File: config.mk
export PLATFORM = sky130hd
export DESIGN_NAME = wb_port_arbiter
export DESIGN_NICKNAME = d
export VERILOG_FILES = /design/src/rtl/wb_port_arbiter.sv
export SDC_FILE = /design/constraint.sdc
export NUM_CORES = 1
export LEC_CHECK = 0
export CAP_MARGIN = 20
export CELL_PAD_IN_SITES_DETAIL_PLACEMENT = 2
export CELL_PAD_IN_SITES_GLOBAL_PLACEMENT = 2
export CORE_ASPECT_RATIO = 0.8
export CORE_MARGIN = 2
export CORE_UTILIZATION = 25
export DETAILED_ROUTE_END_ITERATION = 6
export GPL_ROUTABILITY_DRIVEN = 0
export PLACE_DENSITY = 0.71
export SLEW_MARGIN = 0
export SYNTH_ARGS = -nofsm -noshare
export SYNTH_HDL_FRONTEND = slang
export SYNTH_SLANG_ARGS = --single-unit
export TNS_END_PERCENT = 50
File: constraint.sdc
create_clock -name clk -period 10 [get_ports clk]
set_input_delay 1.5 -clock clk [delete_from_list [all_inputs] [get_ports clk]]
set_output_delay 1.5 -clock clk [all_outputs]
set_load 0.01 [all_outputs]
File: src/rtl/wb_port_arbiter.sv
// Writeback-port arbiter: six one-entry holding slots, round-robin granted onto
// NPORT registered writeback/wakeup broadcast ports.
module wb_port_arbiter #(
    parameter int NREQ   = 6,
    parameter int NPORT  = 2,
    parameter int TAG_W  = 6,
    parameter int WIN_W  = 4,
    parameter int DATA_W = 32
) (
    input  logic                      clk,
    input  logic                      rst,
    input  logic                      flush,
    input  logic [NREQ-1:0]           req_valid,
    output logic [NREQ-1:0]           req_ready,
    input  logic [NREQ*TAG_W-1:0]     req_tag,
    input  logic [NREQ*WIN_W-1:0]     req_win,
    input  logic [NREQ*DATA_W-1:0]    req_data,
    output logic [NPORT-1:0]          wb_valid,
    output logic [NPORT*TAG_W-1:0]    wb_tag,
    output logic [NPORT*WIN_W-1:0]    wb_win,
    output logic [NPORT*DATA_W-1:0]   wb_data,
    output logic [NPORT*3-1:0]        wb_src
);

    localparam int PTR_W = (NREQ > 1) ? $clog2(NREQ) : 1;
    localparam int IDX_W = PTR_W + 1;
    localparam int CNT_W = $clog2(NPORT + 1);

    logic [NREQ-1:0]   r_full;
    logic [TAG_W-1:0]  r_tag  [NREQ];
    logic [WIN_W-1:0]  r_win  [NREQ];
    logic [DATA_W-1:0] r_data [NREQ];
    logic [PTR_W-1:0]  r_rr_ptr;

    logic [NREQ-1:0]   w_grant;
    logic [NREQ-1:0]   w_accept;
    logic              w_any;
    logic [PTR_W-1:0]  w_last;
    logic [PTR_W-1:0]  w_rr_next;
    logic [NPORT-1:0]  w_port_vld;
    logic [PTR_W-1:0]  w_port_sel [NPORT];

    // Grant is a function of registered state only, so ready never depends on req_valid.
    always_comb begin : grant_scan
        logic [IDX_W-1:0] idx;
        logic [CNT_W-1:0] cnt;
        w_grant    = '0;
        w_port_vld = '0;
        w_any      = 1'b0;
        w_last     = '0;
        idx        = '0;
        cnt        = '0;
        for (int p = 0; p < NPORT; p++) begin
            w_port_sel[p] = '0;
        end
        for (int k = 0; k < NREQ; k++) begin
            idx = {1'b0, r_rr_ptr} + IDX_W'(k);
            if (idx >= IDX_W'(NREQ)) begin
                idx = idx - IDX_W'(NREQ);
            end
            if (r_full[idx[PTR_W-1:0]] && (cnt < CNT_W'(NPORT))) begin
                w_grant[idx[PTR_W-1:0]] = 1'b1;
                for (int p = 0; p < NPORT; p++) begin
                    if (cnt == CNT_W'(p)) begin
                        w_port_vld[p] = 1'b1;
                        w_port_sel[p] = idx[PTR_W-1:0];
                    end
                end
                cnt    = cnt + CNT_W'(1);
                w_any  = 1'b1;
                w_last = idx[PTR_W-1:0];
            end
        end
    end

    assign w_rr_next = (w_last == PTR_W'(NREQ - 1)) ? '0 : w_last + PTR_W'(1);
    assign req_ready = ~r_full | w_grant;
    assign w_accept  = req_valid & req_ready & {NREQ{~flush}};

    always_ff @(posedge clk) begin
        if (rst) begin
            r_full   <= '0;
            r_rr_ptr <= '0;
            wb_valid <= '0;
            wb_tag   <= '0;
            wb_win   <= '0;
            wb_data  <= '0;
            wb_src   <= '0;
        end else if (flush) begin
            r_full   <= '0;
            wb_valid <= '0;
            wb_tag   <= '0;
            wb_win   <= '0;
            wb_data  <= '0;
            wb_src   <= '0;
        end else begin
            // A same-cycle refill keeps the slot full; the granted result still leaves.
            for (int i = 0; i < NREQ; i++) begin
                if (w_accept[i]) begin
                    r_full[i] <= 1'b1;
                end else if (w_grant[i]) begin
                    r_full[i] <= 1'b0;
                end
            end
            if (w_any) begin
                r_rr_ptr <= w_rr_next;
            end
            for (int p = 0; p < NPORT; p++) begin
                wb_valid[p]                  <= w_port_vld[p];
                wb_tag[p*TAG_W +: TAG_W]     <= w_port_vld[p] ? r_tag[w_port_sel[p]]  : '0;
                wb_win[p*WIN_W +: WIN_W]     <= w_port_vld[p] ? r_win[w_port_sel[p]]  : '0;
                wb_data[p*DATA_W +: DATA_W]  <= w_port_vld[p] ? r_data[w_port_sel[p]] : '0;
                wb_src[p*3 +: 3]             <= w_port_vld[p] ? 3'(w_port_sel[p])     : 3'd0;
            end
        end
    end

    always_ff @(posedge clk) begin
        for (int i = 0; i < NREQ; i++) begin
            if (w_accept[i]) begin
                r_tag[i]  <= req_tag[i*TAG_W +: TAG_W];
                r_win[i]  <= req_win[i*WIN_W +: WIN_W];
                r_data[i] <= req_data[i*DATA_W +: DATA_W];
            end
        end
    end

endmodule

# Word-level counts from Yosys, hierarchy flattened
# Memory sizes are Yosys's and may differ from the RTL's. A register that Yosys moved wholly into a read port is not among the register bits.
# Cells that the tools add are included.
# totals
ff_bits,17
wordCells,204
inputBits,261
ram_bits,252
mem_count,3
output_inout_bits,98
# op_classes
n_lt_le_gt_ge,23
add_sub_neg,16
bitwise,12
n_eq_ne,6
n_mux,108
n_reduce_logical,26
# mem_list
name,words,width,read_ports,rd_clocked_by_memory_dff,write_ports,line,rtl
r_data,6,32,2,2,6,32,logic [DATA_W-1:0] r_data [NREQ];
r_tag,6,6,2,2,6,30,logic [TAG_W-1:0] r_tag [NREQ];
r_win,6,4,2,2,6,31,logic [WIN_W-1:0] r_win [NREQ];
# op_table
operator,count
$mux 3,23
$mux 6,11
$mux 1,53
$or 6x6->6,6
$lt 3x4->1 const B,6
$ge 4x3->1 const B,5
$bmux 1 s3,6
$demux 1 s3,6
$ge 3x1->1 const B,6
$mux 2,9
$sub 3x3->3 const B,6
$and 6x6->6,2
$reduce_bool 2->1,6
$logic_and 1x1->1,11
$eq 2x1->1 const B,5
$logic_not 2->1,5
$lt 2x2->1 const B,5
$add 2x1->2 const B,4
$add 3x2->4 const B,2
$add 3x3->4 const B,2
$not 6->6,1
$reduce_or 3->1,2
$add 3x1->4 const B,1
$add 3x1->3 const B,1
other kinds (5),7

# Logic depth before layout (Yosys ltp)
# Gate-level depths: netlist of run 1.
# depth
depth_word,25
mapped_depth,31
ltp_nobuf,22

# Least setup slack after synthesis of run 1
# OpenSTA, ideal clock, no wires.
# synth_path
path_kind,reg2reg
from,reg r_rr_ptr[0]
to,mem r_data[0][0] (enable)
path_slack_ns,0.740
required_time_ns,9.498
arrival_time_ns,8.758
stages_incl_launch_ff,29
synth_period_minus_slack_ns,9.260
setup_ns,0.502
path_buffers,8
path_cell_list,dfxtp_1 buf_6 buf_4 clkinv_1 clkbuf_1 clkbuf_1 ha_1 clkbuf_1 a2111oi_0 a211oi_1 nor2_1 inv_1 ha_1 nor4b_1 or3_1 buf_4 inv_2 buf_6 ha_1 o21ai_0 ha_1 nor2_1 nor4bb_1 clkbuf_1 nand2_1 o21ai_0 nor2_1 o21a_1 nor3b_1
# synth_lines
item,line,rtl
start: declaration,33,logic [PTR_W-1:0] r_rr_ptr;
start signal: assignment,106,r_rr_ptr <= w_rr_next;
end: declaration,32,

# Final worst setup path of run 1
# layout_path
from,reg r_rr_ptr[0]
to,out req_ready[1]
# layout_between
elab_chain_cells,21
elab_cells_between_ends,96
cone_classes,15 x add/sub; 23 x order compare; 41 x mux; 6 x bitwise; 11 x reduce/logical
# layout_lines
item,line,rtl
$sub 3x3->3 or $ge 3x3->1 (tied branches),"59, 58",
$mux 3,58,if (idx >= IDX_W'(NREQ)) begin
$bmux 1 s3,61,if (r_full[idx[PTR_W-1:0]] && (cnt < CNT_W'(NPORT))) begin
$mux 1 (not written as such),61,
$mux 1,61,
$lt 2x2->1,61,
$logic_and 1x1->1,61,
$mux 2,61,
(+5 left out),-,
$mux 2,61,
$lt 2x2->1,61,
$logic_and 1x1->1,61,
$mux 2,61,
$lt 2x2->1,61,
$logic_and 1x1->1,61,
$mux 6 *,61,
$or 6x6->6 *,77,assign req_ready = ~r_full | w_grant;
end: declaration,14,"output logic [NREQ-1:0] req_ready,"
# Mark *: on every way between the ends. The rest lies on a longest branch, timed or not. The select of a mux whose other input is x is not followed.

==> results of run 1 <==
[final timing paths]
kind             endpoint  slack (ns)  cells after the start
max          req_ready[1]        0.83                     24
min           wb_data[19]        0.60                      2
max reg2reg     wb_tag[8]        1.87                     23
min reg2reg   wb_data[19]        0.60                      2
[critical path, cell delays in order, from the launching register on]
cell and delay (ns):
dfxtp_4 0.79, clkinv_2 0.14, ha_1 0.53, inv_1 0.27
o31ai_1 0.13, a211oi_1 0.50, nor2_1 0.20, inv_1 0.20
ha_1 0.37, nor4b_1 0.13, or3_1 0.56, inv_2 0.27
o211ai_1 0.31, nand2_1 0.23, inv_1 0.11, ha_1 0.37
nor2_1 0.10, nor4bb_1 0.28, buf_4 0.21, nand2_1 0.10
o21ai_0 0.31, nor2_1 0.08, o21a_1 0.24, inv_1 0.07
clkdlybuf4s50_1 0.55
[flip-flops by register name (all words and copies together) (netlist names)]
register / flops
r_rr_ptr: 3
r_win: 24
wb_valid: 2
wb_src: 6
wb_data: 64
r_tag: 36
wb_win: 8
r_full: 6
r_data: 192
wb_tag: 12
[through the flow]
stage	cells	setup slack, ns
CTS	3287	0.929
global route	3292	0.273
global placement	3203	1.92
floorplan	1930	0.740
detailed placement	3203	1.56
finish	3299	0.833
[where the power goes]
part	internal, mW	total, mW	switching, mW
combinational	1.83	6.30	4.47
sequential	1.72	1.85	0.126
clock	0.974	1.67	0.698
[cell type report]
cell class,instances,area (sq um)
tap,1092,1370
antenna,12,30.0
fill,8572,54300
clock buffer,57,1220
inverter,85,320
sequential,353,9590
timing repair buffer,392,3850
clock inverter,27,263
multi-input combinational,1281,9670
[cell usage after synthesis, types with 41 or more instances]
master and number:
and3_1 132, clkbuf_1 148, mux2i_1 96, o211ai_1 91
o311a_1 42, a221oi_1 85, o2111ai_1 43, nand4_1 45
edfxtp_1 252, inv_1 82, nor3_1 79, dfxtp_1 101
a21boi_0 61, o21ai_0 178, nor3b_1 63, o22a_1 41
a21oi_1 55
[per-layer routing]
layer  vias to the layer above  wire, microns
met2                       920          46300
met1                     10146          47900
met5                         -            232
li1                       8195              -
met3                       178           8840
met4                        34           3630
[kinds of logic after synthesis]
group,count (synthesis),share of synthesized area
AOI/OAI and AO/OA,711,0.269
adders and majority gates,15,0.00919
DFF,353,0.470
buffers and inverters,296,0.0634
and+or+nand+nor,443,0.131
xor gates and xnor gates,6,0.00257
muxes,106,0.0545
==> reports/qor.txt, run 1 <==
Port bufs -> 358
Slew Limit Headroom -> 0.174
Setup TNS -> 0 ns
H-Tree Depth -> 2
Antenna violation net count after detailed routing -> 0
Syn_nets -> 2206
Post-synth cell types -> 93
Max Root-Sink Buffers -> 3
Ys flop type -> edfxtp_1
Vias in the first global route -> 19731
Sequential share of the synthesized area -> 0.470
Synth Area per Inst -> 10.6 sq um
Syn. warnings -> 0
Post-DP HPWL -> 72.9 mm
Clk_lat worst skew -> 0.60 ns
Vias per inst -> 5.90
Critical path required time -> 8.50 ns
TritonCTS clock tree -> done
First-pass detailed-route iteration total -> 7
Area delta synth->final -> 28.9%
Min-delay src -> r_data[0][19]
Antenna violations before repair -> 31
HP Class -> register to register
WHS -> 0.597 ns
Clk pin slew, worst setup/hold paths -> 0.06 ns
First-pass GRT wire length -> 151 mm
# rows -> 93
Met3 usage -> 0.0527
Layout Skew -> 0.0222 ns
Area leader, netlist -> edfxtp_1
Nets -> 2434
DIE AREA -> 84000 sq um
GRT Total Usage -> 0.247
Total I/O pin count -> 359
Cts hold-fix bufs -> 0
Most common cell after layout, fill and taps aside -> clkdlybuf4s50_1
DRC Markers -> 0
DR WL/cell -> 32.4 microns
GRT overflow -> 0
Post-CTS Setup Inserts -> 0
Final setup fails -> 0
Async SR Flop Fraction -> 0
Slew @ Worst Pin -> 1.24 ns
Reg-to-reg critical path startpoint -> r_rr_ptr[0]
Ranking of synthesized cells by area -> edfxtp_1 (37%), dfxtp_1 (9.9%), mux2i_1 (4.7%), o21ai_0 (4.4%), and3_1 (4.0%)
Largest net degree at the start of global routing -> 238
Worst Setup SP -> r_rr_ptr[0]
Peak supply drop -> 0.506 mV
Final hold violation count -> 0
Post-CTS Resized -> 0
Initial Util -> 0.253
Die X -> 324 microns
Most frequent cells in the layout -> clkdlybuf4s50_1 (358), edfxtp_1 (252), o21ai_0 (178)
Fmax -> 109 MHz
CP Launch Type -> register
CP endpoint kind -> primary output
Status -> complete, no violations
Ratio of cells with drive above 1 in the final layout -> 0.0948
Worst Path Arrival -> 7.67 ns
M2 GR Usage -> 0.363
Min cycle time layout -> 9.17 ns
Flops & latches, synth -> 353
Placed Area -> 24800 sq um
Core area -> 80600 sq um
Post-layout instance area -> 26300 sq um
GRT Max-Usage Layer -> met2
Post-synth top area share -> 0.371
# clock sinks -> 353
CTS root buffer -> clkbuf_16
Vias -> 19473
Max FO, Critical Path -> 48
TritonCTS Buffers -> 45
Syn Inst Count -> 1930
Die Y -> 260 microns
PnR Total Power -> 9.82 mW
Leak pwr -> 9.01 nW
Crit share post-route -> 0.917
Post-synth EDFFs -> 252
DR iter-0 viols -> 1983
Fin. max-slew vios -> 0
Maxcap violations -> 0
RSZ-0062 raised after global routing -> no
Met1 global-route usage -> 0.356
CP Class -> register to primary output
Post-layout util -> 0.326
Post-Synthesis Cell Area -> 20400 sq um
DRT Wirelength -> 107 mm
Pwr Density -> 373 nW/um^2
No activity file was read; power rests on OpenSTA's default activity.
==> run 2: changes to the inputs <==
--- a/config.mk
+++ b/config.mk
@@ -11,9 +11,11 @@
 export CORE_ASPECT_RATIO = 0.8
 export CORE_MARGIN = 2
 export CORE_UTILIZATION = 25
+export CTS_CLUSTER_SIZE = 30
 export DETAILED_ROUTE_END_ITERATION = 6
 export GPL_ROUTABILITY_DRIVEN = 0
 export PLACE_DENSITY = 0.71
+export REMOVE_ABC_BUFFERS = 1
 export SLEW_MARGIN = 0
 export SYNTH_ARGS = -nofsm -noshare
 export SYNTH_HDL_FRONTEND = slang
==> reports/qor.txt, run 2 (same netlist as run 1, synthesis figures left out) <==
Status -> complete, no violations
Vias -> 19525
CP Cell Sequence -> inv_4 -> ha_1 -> a2111oi_0 -> a211oi_1 -> nor2_1 -> inv_1 -> ha_1 -> nor4b_1 -> or3_1 -> inv_2 -> o211ai_1 -> nand2_1 -> inv_1 -> ha_1 -> nor2_1 -> nor4bb_1 -> buf_4 -> nand2_1 -> o21ai_0 -> nor2_1 -> o21a_1 -> inv_1 -> clkdlybuf4s50_1
DR WL/cell -> 31.6 microns
First-pass detailed-route iteration total -> 6
DRT Wirelength -> 104 mm
First-pass GRT wire length -> 148 mm
Peak supply drop -> 0.346 mV
Nets -> 2431
Antenna violation net count after detailed routing -> 0
Placed insts -> 3202
Leak pwr -> 8.99 nW
Crit-path leading delay family -> simple AND/OR/NAND/NOR gates
Ratio of cells with drive above 1 in the final layout -> 0.0927
Initial Util -> 0.253
Clk pin slew, worst setup/hold paths -> 0.06 ns
Final setup fails -> 0
Clk_lat worst skew -> 0.59 ns
WHS Endpoint -> r_full[5]
Reg-to-reg critical path startpoint -> r_rr_ptr[0]
Min cycle time layout -> 9.29 ns
Largest net degree at the start of global routing -> 160
CP endpoint kind -> primary output
Die Y -> 260 microns
RR Endpoint -> wb_data[47]
GRT overflow -> 0
Slew @ Worst Pin -> 1.13 ns
Total I/O pin count -> 359
Max stage delay cell, worst path -> a2111oi_0
Slew Limit Headroom -> 0.250
Area delta synth->final -> 28.9%
Post-CTS Resized -> 0
DRC Markers -> 0
Biggest register -> r_data
DIE AREA -> 84000 sq um
Worst Path Arrival -> 7.79 ns
Post-DP HPWL -> 63.9 mm
Sequential cell area -> 9590 sq um
Reg2reg setup slack -> 1.55 ns
RSZ-0062 raised after global routing -> no
Area of the multi-input gates -> 9730 sq um
Crit share post-route -> 0.929
# rows -> 93
GRT Total Usage -> 0.239
Post-CTS Setup Inserts -> 0
Fin. max-slew vios -> 0
Die X -> 324 microns
Fmax -> 108 MHz
Min-delay src -> r_full[5]
Most frequent cells in the layout -> clkdlybuf4s50_1 (358), edfxtp_1 (252), o21ai_0 (178)
Fillcell total -> 8522
R2r worst-path depth -> 21
# clock sinks -> 353
TritonCTS clock tree -> done
Max FO, Critical Path -> 39
Port bufs -> 358
Cts hold-fix bufs -> 0
Maxcap violations -> 0
Core area -> 80600 sq um
CP Buf/Inv Count -> 7
Vias in the first global route -> 21115
Largest stage delay, worst path -> 0.60 ns
CTS root buffer -> clkbuf_16
Hold path depth -> 2
H-Tree Depth -> 2
Antenna violations before repair -> 2
Final hold violation count -> 0
Number of flip-flops in the largest register -> 192
Non-Filler Instances -> 3282
Biggest regs -> r_data (192), wb_data (64), r_tag (36)
Pwr Density -> 374 nW/um^2
Critical path required time -> 8.50 ns
CP Launch Type -> register
TritonCTS Buffers -> 42
Layout Skew -> 0.0151 ns
PnR Total Power -> 9.85 mW
HP Class -> register to register
Most common cell after layout, fill and taps aside -> clkdlybuf4s50_1
DR iter-0 viols -> 1719
Vias per inst -> 5.95
Max Root-Sink Buffers -> 3
CP Class -> register to primary output
run 2: where the power goes:
part | internal [mW] | switching, mW | total, mW | leakage, nW
Sequential | 1.72 | 0.0965 | 1.82 | 3.18
Combinational | 1.84 | 4.57 | 6.41 | 5.13
Clock | 0.940 | 0.683 | 1.62 | 0.692
Total | 4.50 | 5.35 | 9.85 | 8.99
run 2: worst register-to-register path, cell delays in order (launching register included):
cell and delay, ns:
dfxtp_4 0.58, inv_4 0.30, ha_1 0.61, a2111oi_0 0.60, a211oi_1 0.20, nor2_1 0.35
inv_1 0.21, ha_1 0.36, nor4b_1 0.44, or3_1 0.41, inv_2 0.21, o211ai_1 0.33
nand2_1 0.22, inv_1 0.17, ha_1 0.27, nand3_1 0.21, o21a_4 0.51, buf_4 0.55
o21ai_4 0.85, buf_4 0.56, o2111ai_1 0.22, o311a_1 0.18
run 2: cell type report:
class,instances,area share
Sequential cell,353,0.364
Tap cell,1092,0.0519
Clock inverter,16,0.00699
Clock buffer,62,0.0470
Inverter,85,0.0122
Timing Repair Buffer,392,0.148
Multi-Input combinational cell,1281,0.370
Antenna cell,1,0.0000951
run 2: layer usage:
layer | part of all wire | routed length (microns) | vias up | track usage
li1 | - | - | 8163 | -
met1 | 0.43 | 44400 | 10221 | 0.314
met2 | 0.47 | 48900 | 901 | 0.392
met3 | 0.062 | 6380 | 240 | 0.0357
met4 | 0.039 | 4000 | 0 | 0.100
met5 | 0 | 0 | - | 0
run 2: metrics by stage:
step	hold WS (ns)	setup TNS (ns)	area (sq um)	util	worst slack [ns]
2_1_floorplan	0.512	-2587.32	19400	-	-8.56
3_3_place_gp	0.560	0	24900	0.308	1.88
3_5_place_dp	0.569	0	24900	0.308	1.50
4_1_cts	0.577	0	26300	0.326	0.811
5_1_grt	0.613	0	26300	0.326	0.287
6_report	0.578	0	26300	0.326	0.710
run 2: worst max path at each step:
stage | startpoint | end | slack [ns] | cells past startpoint
floorplan | r_rr_ptr[0] | r_data[1][0] | -8.56 | 21
global placement | r_rr_ptr[0] | req_ready[0] | 1.88 | 24
detailed placement | r_rr_ptr[0] | req_ready[0] | 1.50 | 23
CTS | r_rr_ptr[0] | req_ready[0] | 0.81 | 23
global route | r_rr_ptr[0] | req_ready[0] | 0.29 | 23
finish | r_rr_ptr[0] | req_ready[0] | 0.71 | 23
==> run 3: changes to the inputs <==
--- a/config.mk
+++ b/config.mk
@@ -5,16 +5,17 @@
 export SDC_FILE = /design/constraint.sdc
 export NUM_CORES = 1
 export LEC_CHECK = 0
+export ABC_AREA = 1
 export CAP_MARGIN = 20
 export CELL_PAD_IN_SITES_DETAIL_PLACEMENT = 2
 export CELL_PAD_IN_SITES_GLOBAL_PLACEMENT = 2
-export CORE_ASPECT_RATIO = 0.8
+export CORE_ASPECT_RATIO = 0.5
 export CORE_MARGIN = 2
 export CORE_UTILIZATION = 25
 export CTS_CLUSTER_SIZE = 30
 export DETAILED_ROUTE_END_ITERATION = 6
 export GPL_ROUTABILITY_DRIVEN = 0
-export PLACE_DENSITY = 0.71
+export PLACE_DENSITY = 0.78
 export REMOVE_ABC_BUFFERS = 1
 export SLEW_MARGIN = 0
 export SYNTH_ARGS = -nofsm -noshare
==> reports/qor.txt, run 3 <==
Number of cells on the critical path -> 21
Area delta synth->final -> 30.3%
Worst Path Arrival -> 6.46 ns
CP endpoint kind -> primary output
Ratio of cells with drive above 1 in the final layout -> 0.0537
Largest net degree at the start of global routing -> 92
Cts hold-fix bufs -> 0
Critical path required time -> 8.50 ns
CP Buf/Inv Count -> 5
Slew Limit Headroom -> 0.223
Worst Setup SP -> r_rr_ptr[1]
GRT overflow -> 0
Antenna violation net count after detailed routing -> 0
Fin. max-slew vios -> 0
H-Tree Depth -> 2
# rows -> 70
R2r worst-path depth -> 27
CP Launch Type -> register
Vias -> 17336
Biggest regs -> r_data (192), wb_data (64), r_tag (36)
Most frequent cells in the layout -> nand3_1 (602), nand2_1 (521), clkdlybuf4s50_1 (358)
Antenna violations before repair -> 22
DIE AREA -> 75400 sq um
TritonCTS Buffers -> 38
First-pass detailed-route iteration total -> 5
Max Root-Sink Buffers -> 3
Crit-path leading delay family -> simple AND/OR/NAND/NOR gates
HP Class -> register to register
Syn Inst Count -> 2231
Synth Area per Inst -> 8.19 sq um
CP Class -> register to primary output
Fmax -> 126 MHz
Flops & latches, synth -> 353
Clk_lat worst skew -> 0.55 ns
Clk pin slew, worst setup/hold paths -> 0.09 ns
Sequential share of the synthesized area -> 0.525
Count leader, synth -> nand3_1
Min cycle time layout -> 7.96 ns
# clock sinks -> 353
Ranking of synthesized cells by area -> edfxtp_1 (41%), nand3_1 (17%), dfxtp_1 (11%), nand2_1 (11%), inv_1 (7.1%)
Vias per inst -> 4.89
Die X -> 386 microns
Syn. warnings -> 0
GRT Total Usage -> 0.218
Most common cell after layout, fill and taps aside -> nand3_1
Number of flip-flops in the largest register -> 192
Area leader, netlist -> edfxtp_1
Final setup fails -> 0
TritonCTS clock tree -> done
Port bufs -> 358
Async SR Flop Fraction -> 0
Final hold violation count -> 0
Cell mode on critical path -> inv_1
Crit share post-route -> 0.796
Worst setup path endpoint -> req_ready[0]
Nets -> 2798
Total I/O pin count -> 359
Reg-to-reg critical path startpoint -> r_rr_ptr[1]
Die Y -> 195 microns
DR WL/cell -> 23.6 microns
Ys flop type -> edfxtp_1
Post-synth EDFFs -> 252
Layout Skew -> 0.0247 ns
RSZ-0062 raised after global routing -> no
Post-CTS Setup Inserts -> 0
DRT Wirelength -> 83.9 mm
Slew @ Worst Pin -> 1.17 ns
Core area -> 72700 sq um
Vias in the first global route -> 19323
Fillcell total -> 8171
Top cells by count, synth -> nand3_1 (603), nand2_1 (525), inv_1 (344), edfxtp_1 (252), nor2_1 (107)
Biggest register -> r_data
CP Cell Sequence -> inv_1 -> ha_1 -> nand2_1 -> o21ai_0 -> nand3_1 -> inv_1 -> nor3_1 -> inv_1 -> ha_1 -> a21oi_4 -> nand3_1 -> nand2_1 -> o21ai_0 -> ha_1 -> o211ai_2 -> nor2_4 -> nand3_1 -> o211ai_1 -> inv_1 -> o21ai_0 -> clkdlybuf4s50_1
DRC Markers -> 0
Setup TNS -> 0 ns
CTS root buffer -> clkbuf_16
Post-synth cell types -> 44
DR iter-0 viols -> 1073
Post-layout util -> 0.328
Max FO, Critical Path -> 9
Initial Util -> 0.251
Largest stage delay, worst path -> 0.67 ns
RR Endpoint -> wb_data[19]
Maxcap violations -> 0
Max stage delay cell, worst path -> nor3_1
Post-synth top area share -> 0.414
Reg2reg setup slack -> 2.47 ns
Post-DP HPWL -> 54.6 mm
First-pass GRT wire length -> 124 mm
Post-Synthesis Cell Area -> 18300 sq um
Post-CTS Resized -> 0
Status -> complete, no violations
run 3: changes by cell type after synthesis, sizes merged, moves of 86 or more:
cell	delta
a221oi	-86
and3	-133
clkbuf	-122
inv	+273
mux2i	-97
nand2	+526
nand3	+594
o211ai	-89
o21ai	-158
run 3: kinds of logic after synthesis:
| family | synth area share |
|---|---|
| buf+inv | 0.114 |
| flops | 0.525 |
| simple gates | 0.317 |
| fa+ha+maj | 0.0103 |
| compound gates | 0.0334 |
| xor+xnor | 0.000479 |
run 3: layer usage:
metal	track usage	wire length [microns]
met1	0.249	32000
met2	0.398	45300
met3	0.0221	2850
met4	0.125	3710
met5	0	0
run 3: final cells by class:
type / instances / area [sq um] / area share
Clock inverter: 19 / 109 / 0.00457
Tap cell: 972 / 1220 / 0.0511
Antenna cell: 23 / 57.6 / 0.00242
Inverter: 357 / 1340 / 0.0564
Clock buffer: 51 / 1020 / 0.0428
Timing Repair Buffer: 382 / 3760 / 0.158
Multi-Input combinational cell: 1390 / 6710 / 0.282
Sequential cell: 353 / 9590 / 0.403
run 3: worst register-to-register path, stage by stage (launching register included):
cell and delay, ns:
dfxtp_1 0.51, inv_1 0.20, ha_1 0.46, nand2_1 0.11
o21ai_0 0.14, nand3_1 0.19, inv_1 0.11, nor3_1 0.67
inv_1 0.32, ha_1 0.37, inv_1 0.15, nand3_1 0.22
o21ai_0 0.22, ha_1 0.30, inv_1 0.07, nand3_2 0.11
nand3_4 0.17, inv_2 0.11, nand2_4 0.12, nand3_1 0.20
nand3_4 0.14, buf_4 0.83, buf_4 1.02, a21boi_0 0.32
nor2_1 0.18, nor2_1 0.05, nand2_1 0.10, inv_1 0.04
run 3: worst min path at each step:
stage                     slack, ns     startpoint           to  cells after the start
final                          0.66    r_rr_ptr[2]  r_rr_ptr[2]                      2
after floorplan                0.54    r_rr_ptr[2]  r_rr_ptr[2]                      2
after detailed placement       0.65  r_data[4][30]  wb_data[30]                      4
after CTS                      0.67    r_rr_ptr[2]  r_rr_ptr[2]                      2
after global placement         0.62    r_rr_ptr[2]  r_rr_ptr[2]                      2
after global routing           0.71  r_data[2][14]  wb_data[14]                      6
run 3: stage by stage:
stage	worst slack (ns)	hold WS (ns)	cells	cell area, sq um
detailed placement	2.64	0.649	3454	22600
global placement	2.76	0.617	3454	22600
finish	2.04	0.662	3547	23800
global route	1.53	0.711	3546	23800
floorplan	1.52	0.538	2100	17500
CTS	2.02	0.669	3524	23800
Power of run 3 is not shown: default switching activity piles up to over one toggle a cycle in this logic, so the estimate is an artifact.
